**config.mk**
```make
export PLATFORM = sky130hd
export DESIGN_NAME = id_scoreboard_bypass_flat
export DESIGN_NICKNAME = d
export VERILOG_FILES = /design/src/rtl/id_scoreboard_bypass_if.sv /design/src/rtl/id_scoreboard_bypass.sv /design/src/flat_wrapper.sv
export SDC_FILE = /design/constraint.sdc
export NUM_CORES = 1
export LEC_CHECK = 0
export BUFFER_PORTS_ARGS = -buffer_cell sky130_fd_sc_hd__clkbuf_2
export CAP_MARGIN = 40
export CORE_MARGIN = 2
export CORE_UTILIZATION = 47
export CTS_CLUSTER_SIZE = 16
export DETAILED_ROUTE_END_ITERATION = 6
export PLACE_DENSITY = 0.83
export SYNTH_ARGS = -nofsm -noshare
export SYNTH_HDL_FRONTEND = slang
export SYNTH_SLANG_ARGS = --single-unit
```
**constraint.sdc**
```tcl
create_clock -name clk -period 6.28 [get_ports clk]
set_input_delay 1.256 -clock clk [delete_from_list [all_inputs] [get_ports clk]]
set_output_delay 1.256 -clock clk [all_outputs]
set_load 0.1 [all_outputs]
```
**src/rtl/id_scoreboard_bypass_if.sv**
```systemverilog
// ID-stage operand hazard bundle: sources, destination, forwarding ports, retire/flush, resolved operands.
// The master drives the ID-stage view and the slave (scoreboard) returns operands, stall, issue and perf counts.
interface id_scoreboard_bypass_if #(
  parameter int XLEN = 32,
  parameter int AW   = 5,
  parameter int NSRC = 2,
  parameter int NFWD = 3
);
  logic                 id_valid;
  logic                 ex_allowin;
  logic [NSRC-1:0]      src_en;
  logic [NSRC*AW-1:0]   src_addr;
  logic [NSRC*XLEN-1:0] rf_rdata;
  logic                 dst_we;
  logic [AW-1:0]        dst_addr;
  logic [NFWD-1:0]      fwd_valid;
  logic [NFWD*AW-1:0]   fwd_addr;
  logic [NFWD-1:0]      fwd_data_ok;
  logic [NFWD*XLEN-1:0] fwd_data;
  logic                 wb_retire;
  logic [AW-1:0]        wb_addr;
  logic                 flush_all;
  logic [NSRC*XLEN-1:0] src_value;
  logic                 stall;
  logic                 issue;
  logic [31:0]          perf_stall_cnt;
  logic [31:0]          perf_issue_cnt;

  modport master (
    output id_valid, ex_allowin, src_en, src_addr, rf_rdata, dst_we, dst_addr,
           fwd_valid, fwd_addr, fwd_data_ok, fwd_data, wb_retire, wb_addr, flush_all,
    input  src_value, stall, issue, perf_stall_cnt, perf_issue_cnt
  );

  modport slave (
    input  id_valid, ex_allowin, src_en, src_addr, rf_rdata, dst_we, dst_addr,
           fwd_valid, fwd_addr, fwd_data_ok, fwd_data, wb_retire, wb_addr, flush_all,
    output src_value, stall, issue, perf_stall_cnt, perf_issue_cnt
  );
endinterface

```
**src/rtl/id_scoreboard_bypass.sv**
```systemverilog
// ID operand resolve (0-cycle) with per-register pending-write scoreboard updated at the next edge; stall gates issue.
// Optional SB_PERF_CNT_EN adds 32-bit stall/issue counters, otherwise those outputs are tied to 0.
module id_scoreboard_bypass #(
  parameter int XLEN  = 32,
  parameter int AW    = 5,
  parameter int NSRC  = 2,
  parameter int NFWD  = 3,
  parameter int CNT_W = 2
) (
  input  logic                  clk,
  input  logic                  rst,
  id_scoreboard_bypass_if.slave sb
);

  localparam int NREG = 1 << AW;
  localparam logic [CNT_W-1:0] CNT_MAX = '1;

  logic [CNT_W-1:0]     pend     [NREG];
  logic [CNT_W-1:0]     pend_nxt [NREG];
  logic [NSRC-1:0]      hazard;
  logic [NSRC*XLEN-1:0] src_value_w;
  logic                 sat_stall;
  logic                 stall_w;
  logic                 issue_w;
  logic                 inc;
  logic                 dec;

  // Lowest-numbered matching port is the youngest producer, so it wins; scan oldest first and overwrite.
  always_comb begin : resolve
    logic [AW-1:0]   a;
    logic            hit;
    logic            hit_ok;
    logic [XLEN-1:0] hit_dat;
    src_value_w = '0;
    hazard      = '0;
    a           = '0;
    hit         = 1'b0;
    hit_ok      = 1'b0;
    hit_dat     = '0;
    for (int i = 0; i < NSRC; i++) begin
      a       = sb.src_addr[i*AW +: AW];
      hit     = 1'b0;
      hit_ok  = 1'b0;
      hit_dat = '0;
      for (int k = NFWD - 1; k >= 0; k--) begin
        if (sb.fwd_valid[k] && (sb.fwd_addr[k*AW +: AW] == a)) begin
          hit     = 1'b1;
          hit_ok  = sb.fwd_data_ok[k];
          hit_dat = sb.fwd_data[k*XLEN +: XLEN];
        end
      end
      if (a == '0) begin
        src_value_w[i*XLEN +: XLEN] = '0;
      end else if (hit) begin
        if (hit_ok) begin
          src_value_w[i*XLEN +: XLEN] = hit_dat;
        end else begin
          src_value_w[i*XLEN +: XLEN] = sb.rf_rdata[i*XLEN +: XLEN];
          hazard[i] = 1'b1;
        end
      end else begin
        // A pending write with no forwarding port means the producer sits in a non-forwarding stage.
        src_value_w[i*XLEN +: XLEN] = sb.rf_rdata[i*XLEN +: XLEN];
        if (pend[a] != '0) begin
          hazard[i] = 1'b1;
        end
      end
    end
  end

  assign sat_stall = sb.dst_we && (sb.dst_addr != '0) && (pend[sb.dst_addr] == CNT_MAX);
  assign stall_w   = sb.id_valid && ((|(hazard & sb.src_en)) || sat_stall);
  assign issue_w   = sb.id_valid && sb.ex_allowin && !stall_w;
  assign inc       = issue_w && sb.dst_we && (sb.dst_addr != '0);
  assign dec       = sb.wb_retire && (sb.wb_addr != '0);

  assign sb.src_value = src_value_w;
  assign sb.stall     = stall_w;
  assign sb.issue     = issue_w;

  always_comb begin : pend_next
    for (int r = 0; r < NREG; r++) begin
      pend_nxt[r] = pend[r];
    end
    if (sb.flush_all) begin
      // Squash drops every in-flight writer and the retire; the instruction issuing now survives.
      for (int r = 0; r < NREG; r++) begin
        pend_nxt[r] = '0;
      end
      if (inc) begin
        pend_nxt[sb.dst_addr] = CNT_W'(1);
      end
    end else if (!(inc && dec && (sb.dst_addr == sb.wb_addr))) begin
      if (inc) begin
        pend_nxt[sb.dst_addr] = pend[sb.dst_addr] + CNT_W'(1);
      end
      if (dec && (pend[sb.wb_addr] != '0)) begin
        pend_nxt[sb.wb_addr] = pend[sb.wb_addr] - CNT_W'(1);
      end
    end
    pend_nxt[0] = '0;
  end

  always_ff @(posedge clk) begin
    if (rst) begin
      for (int r = 0; r < NREG; r++) begin
        pend[r] <= '0;
      end
    end else begin
      for (int r = 0; r < NREG; r++) begin
        pend[r] <= pend_nxt[r];
      end
    end
  end

`ifdef SB_PERF_CNT_EN
  logic [31:0] stall_cnt;
  logic [31:0] issue_cnt;

  // Free-running wrap; flush_all leaves these alone.
  always_ff @(posedge clk) begin
    if (rst) begin
      stall_cnt <= '0;
      issue_cnt <= '0;
    end else begin
      if (stall_w) begin
        stall_cnt <= stall_cnt + 32'd1;
      end
      if (issue_w) begin
        issue_cnt <= issue_cnt + 32'd1;
      end
    end
  end

  assign sb.perf_stall_cnt = stall_cnt;
  assign sb.perf_issue_cnt = issue_cnt;
`else
  assign sb.perf_stall_cnt = '0;
  assign sb.perf_issue_cnt = '0;
`endif

endmodule
```
**src/flat_wrapper.sv**
```systemverilog
// flat-port wrapper written by rule: the top's interface ports become plain ports
module id_scoreboard_bypass_flat 
#(
  parameter int XLEN  = 32,
  parameter int AW    = 5,
  parameter int NSRC  = 2,
  parameter int NFWD  = 3,
  parameter int CNT_W = 2
)
  (clk, rst, sb_id_valid, sb_ex_allowin, sb_src_en, sb_src_addr, sb_rf_rdata, sb_dst_we, sb_dst_addr, sb_fwd_valid, sb_fwd_addr, sb_fwd_data_ok, sb_fwd_data, sb_wb_retire, sb_wb_addr, sb_flush_all, sb_src_value, sb_stall, sb_issue, sb_perf_stall_cnt, sb_perf_issue_cnt);
  id_scoreboard_bypass_if #(.XLEN(XLEN), .AW(AW), .NSRC(NSRC), .NFWD(NFWD)) sb_i ();
  input  logic clk;
  input  logic rst;
  input wire logic [$bits(sb_i.id_valid)-1:0] sb_id_valid;
  input wire logic [$bits(sb_i.ex_allowin)-1:0] sb_ex_allowin;
  input wire logic [$bits(sb_i.src_en)-1:0] sb_src_en;
  input wire logic [$bits(sb_i.src_addr)-1:0] sb_src_addr;
  input wire logic [$bits(sb_i.rf_rdata)-1:0] sb_rf_rdata;
  input wire logic [$bits(sb_i.dst_we)-1:0] sb_dst_we;
  input wire logic [$bits(sb_i.dst_addr)-1:0] sb_dst_addr;
  input wire logic [$bits(sb_i.fwd_valid)-1:0] sb_fwd_valid;
  input wire logic [$bits(sb_i.fwd_addr)-1:0] sb_fwd_addr;
  input wire logic [$bits(sb_i.fwd_data_ok)-1:0] sb_fwd_data_ok;
  input wire logic [$bits(sb_i.fwd_data)-1:0] sb_fwd_data;
  input wire logic [$bits(sb_i.wb_retire)-1:0] sb_wb_retire;
  input wire logic [$bits(sb_i.wb_addr)-1:0] sb_wb_addr;
  input wire logic [$bits(sb_i.flush_all)-1:0] sb_flush_all;
  output wire logic [$bits(sb_i.src_value)-1:0] sb_src_value;
  output wire logic [$bits(sb_i.stall)-1:0] sb_stall;
  output wire logic [$bits(sb_i.issue)-1:0] sb_issue;
  output wire logic [$bits(sb_i.perf_stall_cnt)-1:0] sb_perf_stall_cnt;
  output wire logic [$bits(sb_i.perf_issue_cnt)-1:0] sb_perf_issue_cnt;
  assign sb_i.id_valid = sb_id_valid;
  assign sb_i.ex_allowin = sb_ex_allowin;
  assign sb_i.src_en = sb_src_en;
  assign sb_i.src_addr = sb_src_addr;
  assign sb_i.rf_rdata = sb_rf_rdata;
  assign sb_i.dst_we = sb_dst_we;
  assign sb_i.dst_addr = sb_dst_addr;
  assign sb_i.fwd_valid = sb_fwd_valid;
  assign sb_i.fwd_addr = sb_fwd_addr;
  assign sb_i.fwd_data_ok = sb_fwd_data_ok;
  assign sb_i.fwd_data = sb_fwd_data;
  assign sb_i.wb_retire = sb_wb_retire;
  assign sb_i.wb_addr = sb_wb_addr;
  assign sb_i.flush_all = sb_flush_all;
  assign sb_src_value = sb_i.src_value;
  assign sb_stall = sb_i.stall;
  assign sb_issue = sb_i.issue;
  assign sb_perf_stall_cnt = sb_i.perf_stall_cnt;
  assign sb_perf_issue_cnt = sb_i.perf_issue_cnt;
  id_scoreboard_bypass #(.XLEN(XLEN), .AW(AW), .NSRC(NSRC), .NFWD(NFWD), .CNT_W(CNT_W)) u_core (.clk(clk), .rst(rst), .sb(sb_i));
endmodule
```
**After elaboration in Yosys (flattened, before gate mapping)**

Memory sizes are Yosys's and may differ from the RTL's.
Cells that the tools add are included.

- Register bits after elaboration: 0
- Bits in latches: 0
- RAM bits: 64
- Memory bits (read-only): 0
- Input bits: 210
- Output and inout bits: 130
- Logic and storage cells: 159
- Memories kept: 1

- Add/sub/neg operators: 2
- Multipliers: 0
- Divide/modulo/power cells: 0
- $lt $le $gt $ge: 4
- Eq/ne operators: 8
- Shifts and indexed selects: 0
- Muxes and demuxes: 80
- Bitwise gates (word level): 35
- Reduce and logical (&&, ||, !) cells: 29

Memories:

| name | depth | bits a word | rd ports | clocked after memory_dff | wr ports | line | text |
|---|---|---|---|---|---|---|---|
| u_core.pend | 32 | 2 | 36 | 0 | 32 | id_scoreboard_bypass.sv:18 | `logic [CNT_W-1:0] pend [NREG];` |

Operator list:

| cell | number |
|---|---|
| 32-bit two-way mux | 12 |
| 64-bit two-way mux | 3 |
| 62-bit two-way mux | 3 |
| 64-bit bitwise mux | 2 |
| 2-bit two-way mux | 34 |
| 61-bit two-way mux | 1 |
| 5-bit == test | 7 |
| 1-bit OR | 32 |
| 1-bit two-way mux | 23 |
| 2-bit demux with 5-bit select | 2 |
| 1-bit logical AND | 19 |
| 6-bit greater-or-equal comparator, second input constant | 2 |
| 6-bit by 1-bit less-than comparator with 1-bit output, second input constant | 2 |
| 5-bit NOT with 6-bit output | 2 |
| 5-bit logical NOT | 2 |
| 5-bit nonzero test | 2 |
| 2-bit nonzero test | 3 |
| 2-bit by 1-bit adder with 2-bit output, second input constant | 1 |
| 2-bit AND | 1 |
| 2-bit == test, second input constant | 1 |
| 2-bit OR reduction | 1 |
| 2-bit by 1-bit subtractor with 2-bit output, second input constant | 1 |
| 1-bit logical NOT | 1 |
| 1-bit logical OR | 1 |

**Depth between registers and ports, before layout**

- Depth after elaboration: 25
- Gate-level depth with buffers: 20
- Gate-level depth less buffers: 16

**Worst setup path before layout**

No wires, ideal clock.

- Kind: in2out
- Start point: input port sb_dst_addr[0]
- End point: output port sb_issue
- Data arrival time: 5.493 ns
- Required time: 5.024 ns
- Setup slack: -0.469 ns
- Cell stages on the path: 18
- Buffers on the path: 5
- Cells stage by stage: clkbuf_1 clkbuf_1 buf_1 mux4_2 nand2_1 o21ai_0 nand2_1 nand4_1 ha_1 nand2_1 a21oi_1 a31oi_1 nor4b_1 nand3_1 a21oi_2 buf_2 buf_2 and3_1

- Cells in the longest elaborated chain, start to end: 7
- Elaborated cells on any way between the ends: 9
- Classes of those cells: 1 x eq/ne; 7 x reduce/logical; 1 x memory

Ends and longest elaborated chain:

| what | line | text |
|---|---|---|
| start: declaration | flat_wrapper.sv:20 | `input wire logic [$bits(sb_i.dst_addr)-1:0] sb_dst_addr;` |
| memory read 32 x 2 bit / 5-bit nonzero test (equally long branches) | n/a |  |
| 2-bit == test / 1-bit logical AND (equally long branches) | id_scoreboard_bypass.sv:71 | `assign sat_stall = sb.dst_we && (sb.dst_addr != '0) && (pend[sb.dst_addr] == CNT_MAX);` |
| 1-bit logical AND * | id_scoreboard_bypass.sv:71 |  |
| 1-bit logical OR * | id_scoreboard_bypass.sv:72 | `assign stall_w = sb.id_valid && ((\|(hazard & sb.src_en)) \|\| sat_stall);` |
| 1-bit logical AND * | id_scoreboard_bypass.sv:72 |  |
| 1-bit logical NOT * | id_scoreboard_bypass.sv:73 | `assign issue_w = sb.id_valid && sb.ex_allowin && !stall_w;` |
| 1-bit logical AND * | id_scoreboard_bypass.sv:73 |  |
| end: declaration | flat_wrapper.sv:30 | `output wire logic [$bits(sb_i.issue)-1:0] sb_issue;` |

Every way passes the cells marked *; elsewhere a longest branch is shown, timed or not.

**Worst setup path in the final report**

- Start point: input port sb_dst_addr[0]
- End point: output port sb_stall

- Cells in the longest elaborated chain, start to end: 5
- Elaborated cells on any way between the ends: 7
- Classes of those cells: 1 x eq/ne; 5 x reduce/logical; 1 x memory

Ends and longest elaborated chain:

| what | line | text |
|---|---|---|
| memory read 32 x 2 bit / 5-bit nonzero test (equally long branches) | n/a |  |
| 2-bit == test / 1-bit logical AND (equally long branches) | id_scoreboard_bypass.sv:71 |  |
| 1-bit logical AND * | id_scoreboard_bypass.sv:71 |  |
| 1-bit logical OR * | id_scoreboard_bypass.sv:72 |  |
| 1-bit logical AND * | id_scoreboard_bypass.sv:72 |  |
| end: declaration | flat_wrapper.sv:29 | `output wire logic [$bits(sb_i.stall)-1:0] sb_stall;` |

Marks and branches as above.

==> implementation parameters <==
Parameter                              Value

Synthesis
  Cell variety after synth    77
  Number of synthesized flops with an enable pin    0
  Yosys warnings    0
  Dominant synthesized flop cell    sky130_fd_sc_hd__dfxtp_1
  Sequential area share after synthesis    13.2%
  Synth Instances    between 1000 and 1500
  Fraction of synthesis flops using an asynchronous set or reset pin    0%
  Flip-flop and latch count after synthesis    62
  Post-synthesis instance area    about 9400 sq um
  Avg Synthesized Cell Area    approximately 7 sq um

Timing
  Achievable frequency    around 0.17 GHz
  Number of max-slew violations in the final report    0
  Worst max-slew margin expressed relative to the limit    between 30% and 40%
  Period Utilization, post-route    approximately 96%
  Slew of the pin with the lowest slew margin    between 1 and 1.5 ns
  Hold violation total from the final report    0
  Post-layout min period    6.01 ns
  Setup violation total in the final timing report    0
  Clock skew after layout    between 0.007 and 0.008 ns
  Setup repair after global routing missed its margin    no

Die
  Die Outline Area    about 21000 sq um
  Effective utilization at floorplan    48.1%
  Floorplan core area    19500 sq um
  Height of the die    between 100 and 150 microns
  Number of placed I/O pins    340
  Count of standard-cell rows    51
  Die W    around 150 microns

Layout
  Signed area change from the synthesized netlist to the final layout    22.6%
  Antenna diode count    0
  Max reg flops    62
  Registers with the highest flip-flop counts    u_core.pend (62)
  Multi-input logic area    between 7000 and 8000 sq um
  Top reg by flops    u_core.pend
  Layout filler cell count    between 1500 and 2000
  Fraction of final layout cells with drive strength greater than 1    27.1%
  Register cell area after layout    ~1200 sq um
  Count of placed standard cells in the final layout, fillers left out    between 1500 and 2000
  Final net count    between 1500 and 2000

Power and ir drop
  Pwr per Cell Area    roughly 160 nW/um^2
  Final Power    between 1.5 and 2 mW
  Pleak    roughly 4.3 nW
  Worst-case vdd ir drop    ~0.00015 V

Clocking
  CTS max path bufs    2
  Clock-pin transition on the worst setup and hold timing paths    0.06 ns
  Clock root buffer master    sky130_fd_sc_hd__clkbuf_16
  CTS tree    yes
  Hold Buf Count CTS    0
  Number of buffers created by CTS    9
  Clock tree sinks    62
  # H-tree levels    3
  Gates resized, CTS repair    0
  Clk_lat worst skew    roughly 0.34 ns
  Count of buffers added by post-CTS timing repair for setup    0

Min path
  Hold Crit Endpoint    u_core.pend[31][1]
  Min-delay worst type    reg2reg
  Worst hold path startpoint    u_core.pend[31][1]
  Cell count of the worst hold path    2

Placement
  Estimated wirelength of the detail-placed design    between 30 and 40 mm
  Total placed cells including tap cells    between 1500 and 2000
  Final RePlAce weighted congestion    between 1 and 1.5
  Quantity of I/O buffers inserted on ports    between 200 and 300

Run status
  Status    completed

Detailed routing
  First-pass detailed-route iteration total    7
  Number of vias in the routed layout    between 10000 and 15000
  Drt wl/cell    approximately 28 microns
  Total detailed-routing wirelength    50.6 mm
  Post-route DRC violation count    0
  Number of nets still failing antenna checks after routing    0
  Via density per instance    7.08
  Initial DRC Count    2041

Worst setup path
  Worst setup EP type    primary output
  Slack of the worst reg-to-reg path    between 1.5 and 2 ns
  Critical path required time    roughly 5 ns
  Worst Setup Path Type    in2out
  Data arrival time of the worst path    between 4 and 5 ns
  Critical path startpoint category    primary input
  Start of the worst register-to-register path    u_core.pend[11][0]
  Maximum net fanout on the critical path    18
  Destination of the worst register-to-register timing path    u_core.pend[27][1]
  Reg2reg path depth    16

Global routing
  Vias in the first global route    11793
  GR Overflow Total    0
  Wire length of the first global-routing pass    ~74 mm
  Overall routing resource usage    ~45%
  Largest net degree at the start of global routing    66
  Antenna violations before repair    1

Flow run
  Number of max-cap violations    0
critical path, cell delays in order:
cell and delay, ns:
sky130_fd_sc_hd__clkbuf_2 0.46, sky130_fd_sc_hd__mux4_2 0.58, sky130_fd_sc_hd__a22oi_1 0.21, sky130_fd_sc_hd__nand3_1 0.11
sky130_fd_sc_hd__a21oi_2 0.13, sky130_fd_sc_hd__inv_1 0.12, sky130_fd_sc_hd__ha_1 0.23, sky130_fd_sc_hd__nand2_1 0.06
sky130_fd_sc_hd__a21oi_1 0.05, sky130_fd_sc_hd__a31oi_1 0.15, sky130_fd_sc_hd__nor4b_1 0.23, sky130_fd_sc_hd__nand3_1 0.38
sky130_fd_sc_hd__a21o_1 0.37, sky130_fd_sc_hd__and2_2 0.23, sky130_fd_sc_hd__buf_12 0.16
per-layer routing:
layer,global-route usage [%],share of wire (%),up-vias,routed length (microns)
met2,63.5,40,1255,20200
met5,0,0.014,-,7
met1,61.2,37,5922,18900
met3,19.0,17,212,8830
met4,18.6,5.0,2,2550
li1,-,-,5343,-
area by class of cell:
| class | instances | share of cell area (%) |
|---|---|---|
| clock buffer | 12 | 2.23 |
| clock inverter | 3 | 0.380 |
| inverter | 13 | 0.424 |
| multi-input combinational | 1127 | 63.8 |
| sequential | 62 | 10.8 |
| tap | 265 | 2.88 |
| timing repair buffer | 316 | 19.5 |
metrics by stage:
stage | utilization, % | TNS [ns] | cell area, sq um | worst slack, ns | hold slack, ns
after floorplan | - | -0.0578 | 9640 | -0.0578 | 0.452
after global placement | 57.4 | 0 | 11200 | 0.384 | 0.536
after detailed placement | 57.4 | 0 | 11200 | 0.322 | 0.531
after CTS | 59.0 | 0 | 11500 | 0.300 | 0.540
after global routing | 59.0 | 0 | 11500 | 0.0806 | 0.568
final | 59.0 | 0 | 11500 | 0.269 | 0.575
placed cells by master, fill, tap and decap left out, types with 51 or more instances in the layout:
master                       n
sky130_fd_sc_hd__dfxtp_1    62
sky130_fd_sc_hd__conb_1     64
sky130_fd_sc_hd__a21oi_1    75
sky130_fd_sc_hd__nand3_1    51
sky130_fd_sc_hd__nor3_1     70
sky130_fd_sc_hd__nor2_1    188
sky130_fd_sc_hd__a22oi_1    53
sky130_fd_sc_hd__o21ai_0    51
sky130_fd_sc_hd__nand2_1    95
sky130_fd_sc_hd__clkbuf_2  241
power breakdown:
part	internal [mW]	switching, mW
logic	0.207	0.706
clock network	0.327	0.199
registers	0.394	0.00276
kinds of logic after synthesis:
| family | after synthesis | synth area share [%] |
|---|---|---|
| AOI/OAI and AO/OA | 431 | 31.9 |
| xor gates and xnor gates | 34 | 3.17 |
| adders and majority gates | 2 | 0.266 |
| buffers and inverters | 215 | 11.7 |
| DFF | 62 | 13.2 |
| muxes | 79 | 13.8 |
| other | 1 | 0.0399 |
| and+or+nand+nor | 517 | 25.9 |
how the worst max path moves through the flow:
| stage | startpoint | to | slack [ns] | cells past startpoint |
|---|---|---|---|---|
| 4_1_cts | sb_dst_addr[0] | sb_stall | 0.30 | 15 |
| 2_1_floorplan | sb_dst_addr[0] | sb_issue | -0.06 | 18 |
| 3_5_place_dp | sb_dst_addr[0] | sb_stall | 0.32 | 15 |
| 6_report | sb_dst_addr[0] | sb_stall | 0.27 | 15 |
| 3_3_place_gp | sb_dst_addr[0] | sb_stall | 0.38 | 15 |
| 5_1_grt | sb_dst_addr[0] | sb_stall | 0.08 | 15 |
synth_stat cells (all sizes together), types with 5 or more instances:
| cell type | n | share of area, % |
|---|---|---|
| a211oi | 25 | 2.1 |
| nor4b | 6 | 0.56 |
| a22o | 16 | 1.5 |
| clkbuf | 105 | 4.2 |
| a2111oi | 5 | 0.69 |
| xnor2 | 18 | 1.7 |
| nor3 | 72 | 3.8 |
| o31ai | 7 | 0.56 |
| o211ai | 6 | 0.48 |
| mux2i | 32 | 3.4 |
| nor2 | 190 | 7.6 |
| a21oi | 77 | 4.1 |
| nor2b | 8 | 0.53 |
| and2 | 5 | 0.33 |
| o41ai | 17 | 1.6 |
| dfxtp | 62 | 13 |
| nand4 | 16 | 1.1 |
| a31o | 8 | 0.75 |
| a221oi | 34 | 3.2 |
| o22ai | 22 | 1.5 |
| o31a | 5 | 0.47 |
| a32oi | 6 | 0.56 |
| buf | 97 | 7.0 |
| a21o | 19 | 1.5 |
| nor3b | 6 | 0.48 |
| o21ai | 74 | 3.9 |
| mux2 | 7 | 0.84 |
| o221ai | 7 | 0.65 |
| xor2 | 16 | 1.5 |
| a31oi | 23 | 1.5 |
| or2 | 14 | 0.93 |
| nor4 | 19 | 1.3 |
| a22oi | 53 | 4.2 |
| nand3 | 51 | 2.7 |
| inv | 13 | 0.52 |
| and3 | 11 | 0.73 |
| mux4 | 40 | 9.6 |
| or3b | 5 | 0.47 |
| nand2 | 95 | 3.8 |
(Power assumes the default switching activity.)
